<file path="config.mk">
export PLATFORM = sky130hd
export DESIGN_NAME = jk_cmd_sequencer
export DESIGN_NICKNAME = d
export VERILOG_FILES = /design/src/rtl/jk_pkg.sv /design/src/rtl/jk_cmd_fifo.sv /design/src/rtl/jk_cmd_sequencer.sv
export SDC_FILE = /design/constraint.sdc
export NUM_CORES = 1
export LEC_CHECK = 0
export ABC_AREA = 1
export BUFFER_PORTS_ARGS = -buffer_cell sky130_fd_sc_hd__buf_4
export CAP_MARGIN = 20
export CORE_ASPECT_RATIO = 1.2
export CORE_MARGIN = 5
export CORE_UTILIZATION = 52
export DETAILED_ROUTE_END_ITERATION = 10
export PLACE_DENSITY = 0.74
export SYNTH_ARGS = -nofsm -noshare
export SYNTH_HDL_FRONTEND = slang
export SYNTH_SLANG_ARGS = --single-unit
</file>
<file path="constraint.sdc">
create_clock -name clk -period 2 [get_ports clk]
set_clock_uncertainty 0.15 [all_clocks]
set_input_delay 0.2 -clock clk [delete_from_list [all_inputs] [get_ports clk]]
set_output_delay 0.2 -clock clk [all_outputs]
set_load 0.05 [all_outputs]
</file>
<file path="src/rtl/jk_pkg.sv">
// Shared definitions for the JK command sequencer: command codes, sequencer
// states and the JK flip-flop next-state rule used by RTL and testbench alike.
package jk_pkg;

    localparam logic [1:0] JK_HOLD   = 2'b00;
    localparam logic [1:0] JK_RESET  = 2'b01;
    localparam logic [1:0] JK_SET    = 2'b10;
    localparam logic [1:0] JK_TOGGLE = 2'b11;

    typedef enum logic [1:0] {
        ST_IDLE  = 2'd0,
        ST_DRIVE = 2'd1,
        ST_GAP   = 2'd2
    } seq_state_t;

    function automatic logic jk_next(input logic q, input logic j, input logic k);
        case ({j, k})
            JK_HOLD:  return q;
            JK_RESET: return 1'b0;
            JK_SET:   return 1'b1;
            default:  return ~q;
        endcase
    endfunction

endpackage

</file>
<file path="src/rtl/jk_cmd_fifo.sv">
// Synchronous show-ahead FIFO holding queued {cmd, cmd_len} entries; DEPTH must
// be a power of two so the extra pointer bit separates full from empty.
module jk_cmd_fifo #(
    parameter int DEPTH = 4,
    parameter int WIDTH = 6
) (
    input  logic             clk,
    input  logic             reset,
    input  logic             push,
    input  logic [WIDTH-1:0] wdata,
    input  logic             pop,
    output logic [WIDTH-1:0] rdata,
    output logic             full,
    output logic             empty
);
    localparam int AW = $clog2(DEPTH);

    logic [WIDTH-1:0] mem_q [DEPTH];
    logic [AW:0]      wr_ptr_q, wr_ptr_d;
    logic [AW:0]      rd_ptr_q, rd_ptr_d;
    logic             do_push, do_pop;

    always_comb begin
        do_push  = push && !full;
        do_pop   = pop && !empty;
        wr_ptr_d = wr_ptr_q + {{AW{1'b0}}, do_push};
        rd_ptr_d = rd_ptr_q + {{AW{1'b0}}, do_pop};
    end

    // NOTE: clocked state uses non-blocking assignments so every flop samples pre-edge values.
    always_ff @(posedge clk or negedge reset) begin
        if (!reset) begin
            wr_ptr_q <= '0;
            rd_ptr_q <= '0;
        end else begin
            wr_ptr_q <= wr_ptr_d;
            rd_ptr_q <= rd_ptr_d;
        end
    end

    // NOTE: storage is deliberately not reset; the pointers alone define which entries are valid.
    always_ff @(posedge clk) begin
        if (do_push) begin
            mem_q[wr_ptr_q[AW-1:0]] <= wdata;
        end
    end

    assign rdata = mem_q[rd_ptr_q[AW-1:0]];
    assign empty = (wr_ptr_q == rd_ptr_q);
    assign full  = (wr_ptr_q[AW] != rd_ptr_q[AW]) &&
                   (wr_ptr_q[AW-1:0] == rd_ptr_q[AW-1:0]);

endmodule

</file>
<file path="src/rtl/jk_cmd_sequencer.sv">
// Queues JK commands and drives J/K for cmd_len cycles plus an idle gap, while
// modelling the flip-flop output. Define JK_SEQ_READBACK_EN to check q_fb against it.
module jk_cmd_sequencer
    import jk_pkg::*;
#(
    parameter int DEPTH = 4,
    parameter int GAP   = 2,
    parameter int LEN_W = 4
) (
    input  logic             clk,
    input  logic             reset,
    input  logic             cmd_valid,
    output logic             cmd_ready,
    input  logic [1:0]       cmd,
    input  logic [LEN_W-1:0] cmd_len,
    output logic             J,
    output logic             K,
    output logic             busy,
    output logic             done,
    output logic             q_expect,
    input  logic             q_fb,
    output logic             mismatch
);
    localparam int                GAP_W    = (GAP > 1) ? $clog2(GAP + 1) : 1;
    localparam logic [GAP_W-1:0]  GAP_LOAD = GAP_W'(GAP);
    localparam logic [GAP_W-1:0]  GAP_ONE  = GAP_W'(1);
    localparam logic [LEN_W-1:0]  LEN_ONE  = LEN_W'(1);

    seq_state_t       state_q, state_d;
    logic [LEN_W-1:0] len_cnt_q, len_cnt_d;
    logic [GAP_W-1:0] gap_cnt_q, gap_cnt_d;
    logic             j_q, j_d, k_q, k_d;
    logic             q_expect_q, q_expect_d;

    logic             fifo_pop, fifo_full, fifo_empty;
    logic [LEN_W+1:0] head;
    logic [1:0]       head_cmd;
    logic [LEN_W-1:0] head_len;

    jk_cmd_fifo #(.DEPTH(DEPTH), .WIDTH(LEN_W + 2)) u_fifo (
        .clk   (clk),
        .reset (reset),
        .push  (cmd_valid),
        .wdata ({cmd, cmd_len}),
        .pop   (fifo_pop),
        .rdata (head),
        .full  (fifo_full),
        .empty (fifo_empty)
    );

    assign head_cmd = head[LEN_W+1:LEN_W];
    assign head_len = head[LEN_W-1:0];

    // NOTE: every always_comb output gets a default first so no path can infer a latch.
    always_comb begin
        state_d   = state_q;
        len_cnt_d = len_cnt_q;
        gap_cnt_d = gap_cnt_q;
        j_d       = j_q;
        k_d       = k_q;
        fifo_pop  = 1'b0;
        case (state_q)
            ST_IDLE: begin
                j_d = 1'b0;
                k_d = 1'b0;
                if (!fifo_empty) begin
                    fifo_pop   = 1'b1;
                    {j_d, k_d} = head_cmd;
                    len_cnt_d  = (head_len == '0) ? LEN_ONE : head_len;
                    state_d    = ST_DRIVE;
                end
            end
            ST_DRIVE: begin
                len_cnt_d = len_cnt_q - LEN_ONE;
                if (len_cnt_q == LEN_ONE) begin
                    j_d = 1'b0;
                    k_d = 1'b0;
                    if (GAP > 0) begin
                        gap_cnt_d = GAP_LOAD;
                        state_d   = ST_GAP;
                    end else begin
                        state_d   = ST_IDLE;
                    end
                end
            end
            ST_GAP: begin
                gap_cnt_d = gap_cnt_q - GAP_ONE;
                if (gap_cnt_q == GAP_ONE) begin
                    state_d = ST_IDLE;
                end
            end
            default: state_d = ST_IDLE;
        endcase
        q_expect_d = jk_next(q_expect_q, j_q, k_q);
    end

    always_ff @(posedge clk or negedge reset) begin
        if (!reset) begin
            state_q    <= ST_IDLE;
            len_cnt_q  <= '0;
            gap_cnt_q  <= '0;
            j_q        <= 1'b0;
            k_q        <= 1'b0;
            q_expect_q <= 1'b0;
        end else begin
            state_q    <= state_d;
            len_cnt_q  <= len_cnt_d;
            gap_cnt_q  <= gap_cnt_d;
            j_q        <= j_d;
            k_q        <= k_d;
            q_expect_q <= q_expect_d;
        end
    end

    assign cmd_ready = !fifo_full;
    assign J         = j_q;
    assign K         = k_q;
    assign q_expect  = q_expect_q;
    assign done      = (state_q == ST_DRIVE) && (len_cnt_q == LEN_ONE);
    assign busy      = (state_q != ST_IDLE) || !fifo_empty;

`ifdef JK_SEQ_READBACK_EN
    logic armed_q;
    logic mismatch_q, mismatch_d;

    // The first edge after reset release is skipped so the flop downstream can settle.
    always_comb begin
        mismatch_d = mismatch_q || (armed_q && (q_fb != q_expect_q));
    end

    always_ff @(posedge clk or negedge reset) begin
        if (!reset) begin
            armed_q    <= 1'b0;
            mismatch_q <= 1'b0;
        end else begin
            armed_q    <= 1'b1;
            mismatch_q <= mismatch_d;
        end
    end

    assign mismatch = mismatch_q;
`else
    logic unused_q_fb;
    assign unused_q_fb = q_fb;
    assign mismatch    = 1'b0;
`endif

endmodule

</file>
== Yosys cells after proc, flatten, opt, wreduce, memory -nomap -nowiden ==
Memory sizes are Yosys's and may differ from the RTL's.
Cells that the tools add are included.

* Flip-flop bits (word level): 17
* Bits in writable memories: 24
* Input bits: 10
* Word-level logic and storage cells: 61
* Memories kept: 1

* Add/subtract/negate cells: 4
* Equal/unequal tests: 12
* Mux-type cells: 18
* Bitwise operators: 1
* Reduce and logical (&&, ||, !) cells: 17

{| class="wikitable"
|+ Memory list
! memory !! words !! width !! rd ports !! clocked after memory_dff !! write ports !! RTL line !! RTL
|-
| u_fifo.mem_q || 4 || 6 || 1 || 0 || 1 || jk_cmd_fifo.sv:18 || <nowiki>logic [WIDTH-1:0] mem_q [DEPTH];</nowiki>
|}

{| class="wikitable"
|+ Operator list
! kind !! count
|-
| 4-bit two-way mux || 2
|-
| 4-bit case mux with 2 select lines || 1
|-
| 1-bit two-way mux || 7
|-
| 3-bit by 1-bit adder with 3-bit output || 2
|-
| 2-bit by 1-bit == test with 1-bit output (second input constant) || 3
|-
| 2-bit two-way mux || 3
|-
| 2-bit inequality test (second input constant) || 3
|-
| 2-bit case mux with 3 select lines || 1
|-
| 2-bit AND reduction || 3
|-
| 2-bit nonzero test || 3
|-
| 2-bit == test (second input constant) || 2
|-
| 4-bit by 1-bit == test with 1-bit output (second input constant) || 1
|-
| 1-bit logical AND || 4
|-
| 2-bit logical NOT || 2
|-
| 4-bit logical NOT || 1
|-
| 1-bit case mux with 2 select lines || 2
|-
| 2-bit case mux with 2 select lines || 1
|-
| 4-bit by 1-bit subtractor with 4-bit output (second input constant) || 1
|-
| 3-bit == test || 1
|-
| 1-bit case mux with 3 select lines || 1
|-
| 3-bit AND reduction || 1
|-
| 2-bit == test || 1
|-
| 1-bit logical NOT || 2
|-
| 2-bit by 1-bit subtractor with 2-bit output (second input constant) || 1
|-
| 3 further kinds || 3
|}

== Longest topological paths before layout ==
* Depth in word-level cells: 6
* Mapped depth: 11

== Hierarchy ==
A second synthesis with hierarchy kept.

* Cell total of the unflattened synthesis: 185
* Area total of the unflattened synthesis: 1908.1 um^2

{| class="wikitable"
|+ By module, submodules not included
! module !! instances !! cells each !! area each (um^2) !! seq. area each (um^2)
|-
| jk_cmd_fifo || 1 || 97 || 1224.9 || 870.8
|-
| jk_cmd_sequencer || 1 || 88 || 683.2 || 275.3
|}

== Worst setup path after synthesis ==
OpenSTA, ideal clock, no wires.

* Kind: reg-to-reg
* Start: register u_fifo.rd_ptr_q[0]
* End: register u_fifo.wr_ptr_q[2]
* Arrival time: 2.101 ns
* Data required time: 1.727 ns
* Path slack: -0.374 ns
* Stages on the path, launching flop included: 8
* Buffers on the path: 0
* Clock period less this slack: 2.374 ns
* Path through: dfrtp_1 > xnor2_1 > nand4_1 > nand2_2 > inv_1 > ha_1 > ha_1 > xor2_1

* Longest elaborated chain between the ends: 5

{| class="wikitable"
|+ Ends and longest elaborated chain
! what !! RTL line !! RTL
|-
| start: declaration || jk_cmd_fifo.sv:20 || <nowiki>logic [AW:0] rd_ptr_q, rd_ptr_d;</nowiki>
|-
| start signal: assignment || jk_cmd_fifo.sv:37 || <nowiki>rd_ptr_q <= rd_ptr_d;</nowiki>
|-
| 2-bit == test || jk_cmd_fifo.sv:51 || <nowiki>(wr_ptr_q[AW-1:0] == rd_ptr_q[AW-1:0]);</nowiki>
|-
| 1-bit logical AND || jk_cmd_fifo.sv:50 || <nowiki>assign full = (wr_ptr_q[AW] != rd_ptr_q[AW]) &&</nowiki>
|-
| 1-bit logical NOT || n/a ||
|-
| net cmd_ready || jk_cmd_sequencer.sv:13 || <nowiki>output logic cmd_ready,</nowiki>
|-
| 1-bit logical AND || jk_cmd_fifo.sv:24 || <nowiki>do_push = push && !full;</nowiki>
|-
| 3-bit by 1-bit adder with 3-bit output || jk_cmd_fifo.sv:26 || <nowiki>wr_ptr_d = wr_ptr_q + {{AW{1'b0}}, do_push};</nowiki>
|-
| net u_fifo.wr_ptr_d[2] || jk_cmd_fifo.sv:19 || <nowiki>logic [AW:0] wr_ptr_q, wr_ptr_d;</nowiki>
|-
| end signal: assignment || jk_cmd_fifo.sv:36 || <nowiki>wr_ptr_q <= wr_ptr_d;</nowiki>
|-
| end: declaration || jk_cmd_fifo.sv:19 ||
|}

The timed path passes the listed nets, and every way through them passes these cells.
A chain may end at the register's enable or synchronous reset.

== Worst setup path after layout ==
* Start: register u_fifo.wr_ptr_q[0]
* End: register u_fifo.wr_ptr_q[2]

* Longest elaborated chain between the ends: 5

{| class="wikitable"
|+ Ends and longest elaborated chain
! what !! RTL line
|-
| 2-bit == test || jk_cmd_fifo.sv:51
|-
| 1-bit logical AND || jk_cmd_fifo.sv:50
|-
| 1-bit logical NOT || jk_cmd_fifo.sv:24
|-
| 1-bit logical AND || jk_cmd_fifo.sv:24
|-
| 3-bit by 1-bit adder with 3-bit output (*) || jk_cmd_fifo.sv:26
|-
| net u_fifo.wr_ptr_d[2] || jk_cmd_fifo.sv:19
|}

The timed path passes the listed nets; every way through them passes the cells marked *.

==> key figures <==
Placed design
  • HPWL after DPL: between 2 and 2.5 mm
  • Final Wtd Congestion: a little under 0.9
  • Port bufs: 14

Synth
  • Mapped Cells: between 150 and 200
  • Sequential area share after synthesis: 60.5%
  • Avg Cell Area, Syn: approximately 10 um^2
  • Number of synthesized register bits: 41
  • Yosys warnings: 0
  • Synth unique cells: 25
  • Leading area contributor after synthesis: edfxtp_1
  • Syn nets: approximately 200
  • Mapped Area: 1890 um^2
  • Top cells by area, synth: edfxtp_1 38%, dfrtp_1 22%, nand2_1 9.7%, ha_1 5.9%, inv_1 4.8%
  • Synth top area share: around two fifths

STA
  • Max Slew Vio Count: 0
  • Tmin final: around 1.8 ns
  • RSZ-0062 raised after global routing: no
  • Setup TNS: 0 ns
  • Final hold vios: 0
  • Fmax achieved: roughly 560 MHz
  • Final setup vio count: 0
  • Final Cycle Share: around 90%

CTS
  • Root Driver: clkbuf_8
  • Post-CTS setup buffer count: 0
  • Later-pin clock latency in the skew report: between 0.2 and 0.3 ns
  • CTS tree: built
  • Htree depth: 2
  • Hold buffer count at CTS: 7
  • Sink Count: 41
  • Worst-path clk slew: 0.08 ns
  • Clock tree buffer depth: 2
  • CTS buffer count: 5
  • Post_cts resized: 0

Routing
  • Post-route DRC: 0
  • Pre-antenna DRT Iters: 5
  • Vias/cell: 5.01
  • Routed len/inst: 13.2 um
  • DRT antenna net count: 0
  • Via count: ~1300
  • Initial drt markers: 46
  • Post-detailed-routing wire length: about 3.3 mm

Floorplan
  • Die area: slightly below 5000 um^2
  • Die Ht: between 70 and 80 um
  • Chip width: roughly 65 um
  • IO Pins: 17
  • Site Rows: 24
  • Core area: 3570 um^2
  • Initial Util: around 53%

Pwr
  • Net Sw Frac: 42.5%
  • Clock share of power: between 10 and 15%
  • Leakage: approximately 0.0010 uW
  • Pwr Density: between 1500 and 2000 nW/um^2
  • P_sw: between 1500 and 2000 uW
  • Logic pwr share: a little under half
  • Total power: between 3000 and 4000 uW
  • IR drop worst, VDD: 0.734 mV
  • Flop pwr share: between 30% and 40%
  • Pint: approximately 2100 uW

Layout
  • Net count, final: ~230
  • Fillers: 293
  • Fin util: a little over three fifths
  • Commonest non-fill, non-tap cell in the layout: nand2_1
  • Most frequent cells in the layout: 49 x nand2_1, 24 x edfxtp_1, 23 x inv_1
  • N_diodes: 0
  • Layout cell share with drive strength beyond 1: between 10% and 20%
  • Syn-to-layout area delta: 18.3%

Critical path
  • WS Path Type: flip-flop to flip-flop
  • Req. time, crit path: 2.03 ns
  • Most Frequent Cell on Critical Path: ha_2
  • Crit-path max cell delay: around 0.45 ns
  • Critical path endpoint category: flip-flop
  • Startpoint types: flip-flop
  • CP Cell Sequence: xnor2_2 > nand4_1 > nand2_2 > inv_2 > ha_2 > ha_2 > xor2_1
  • Signal arrival time at the worst endpoint: between 1.5 and 2 ns
  • Critical-path top delay cell: dfrtp_1
  • Critical Path Fanout Max: 5

Run
  • Max cap viols: 0

Min path
  • Hold Crit Class: primary input to flip-flop

Outcome
  • Run status: finished clean

Global routing
  • Antenna violations before repair: 0
  • Total Routing Usage GR: around 15%
  • Largest net degree at the start of global routing: 18
  • Grt total ovfl: 0
  • Vias in the first global route: ~1400
  • First-pass GRT wire length: 5.88 mm
==> layer usage <==
layer	global-route usage, %	share of wire, %
met1	16.2	40
met4	8.30	2.9
met2	26.5	52
met3	5.31	5.1
met5	0	0
==> flip-flops by register name, summed over array words and instances, names as in the netlist <==
register,flops
u_fifo.mem_q,24
u_fifo.rd_ptr_q,3
q_expect,1
len_cnt_q,4
K,1
state_q,2
gap_cnt_q,2
J,1
u_fifo.wr_ptr_q,3
==> power groups by stage <==
| stage | Clock (uW) | Combinational [uW] | Sequential [uW] |
|---|---|---|---|
| after CTS | 547 | 1730 | 1400 |
| after detailed placement | 0 | 1720 | 1410 |
| after floorplan | 0 | 1230 | 1470 |
| final | 529 | 1710 | 1400 |
| after global routing | 578 | 1960 | 1430 |
| after global placement | 0 | 1620 | 1400 |
==> cells in the mapped netlist, drive strengths merged <==
cell type / n
o211ai: 1
buf: 4
nand3: 15
conb: 1
o21ai: 11
a21oi: 1
mux2: 1
nand4: 3
xnor2: 3
edfxtp: 24
nand2: 51
inv: 26
dfrtp: 17
xor2: 2
o22a: 2
nor2: 8
ha: 9
nor3: 4
==> critical path, delay by kind of cell, from the launching register on <==
family	cells	cell delay, ns
flip-flops	1	0.45
XOR/XNOR	2	0.37
AND/OR/NAND/NOR	2	0.34
buffers and inverters	1	0.04
adder cells (fa/ha/maj)	2	0.32
==> logic make-up (layout without fill, tap and decap cells) <==
| family | Yosys count | after routing | share of synthesized area, % |
|---|---|---|---|
| adders and majority gates | 9 | 9 | 5.94 |
| AOI/OAI and AO/OA | 15 | 15 | 4.49 |
| other | 1 | 1 | 0.198 |
| muxes | 1 | 1 | 0.594 |
| and+or+nand+nor | 81 | 81 | 18.6 |
| xor gates and xnor gates | 5 | 5 | 2.71 |
| DFF | 41 | 41 | 60.5 |
| buffers and inverters | 30 | 61 | 7.00 |
==> final cells by class <==
class / instances / area, um^2 / area share [%]
clock buffers: 6 / 72.6 / 3.24
flip-flops and latches: 41 / 1150 / 51.2
inverters: 26 / 97.6 / 4.36
multi-input cells: 112 / 639 / 28.5
well taps: 39 / 48.8 / 2.18
repair buffers: 27 / 220 / 9.83
clock inverters: 2 / 15.0 / 0.670
==> metrics by stage <==
| step | setup WS [ns] | cell area, um^2 | std cells | hold slack [ns] |
|---|---|---|---|---|
| after floorplan | -0.264 | 1930 | 183 | -0.246 |
| after global placement | 0.279 | 2080 | 238 | -0.0762 |
| after detailed placement | 0.241 | 2080 | 238 | -0.0727 |
| after CTS | 0.208 | 2240 | 253 | 0.117 |
| after global routing | 0.0819 | 2240 | 253 | 0.133 |
| final | 0.221 | 2240 | 253 | 0.125 |
==> final timing paths <==
path | start | to | slack [ns] | cells past startpoint
max | u_fifo.wr_ptr_q[0] | u_fifo.wr_ptr_q[2] | 0.22 | 7
min | cmd_valid | u_fifo.wr_ptr_q[0] | 0.13 | 4
max reg2reg | u_fifo.wr_ptr_q[0] | u_fifo.wr_ptr_q[2] | 0.22 | 7
min reg2reg | len_cnt_q[1] | len_cnt_q[1] | 0.34 | 2
max in group asynchronous | reset | u_fifo.rd_ptr_q[0] | 1.34 | 2
min in group asynchronous | reset | J | 0.15 | 2
(Power assumes the default switching activity.)
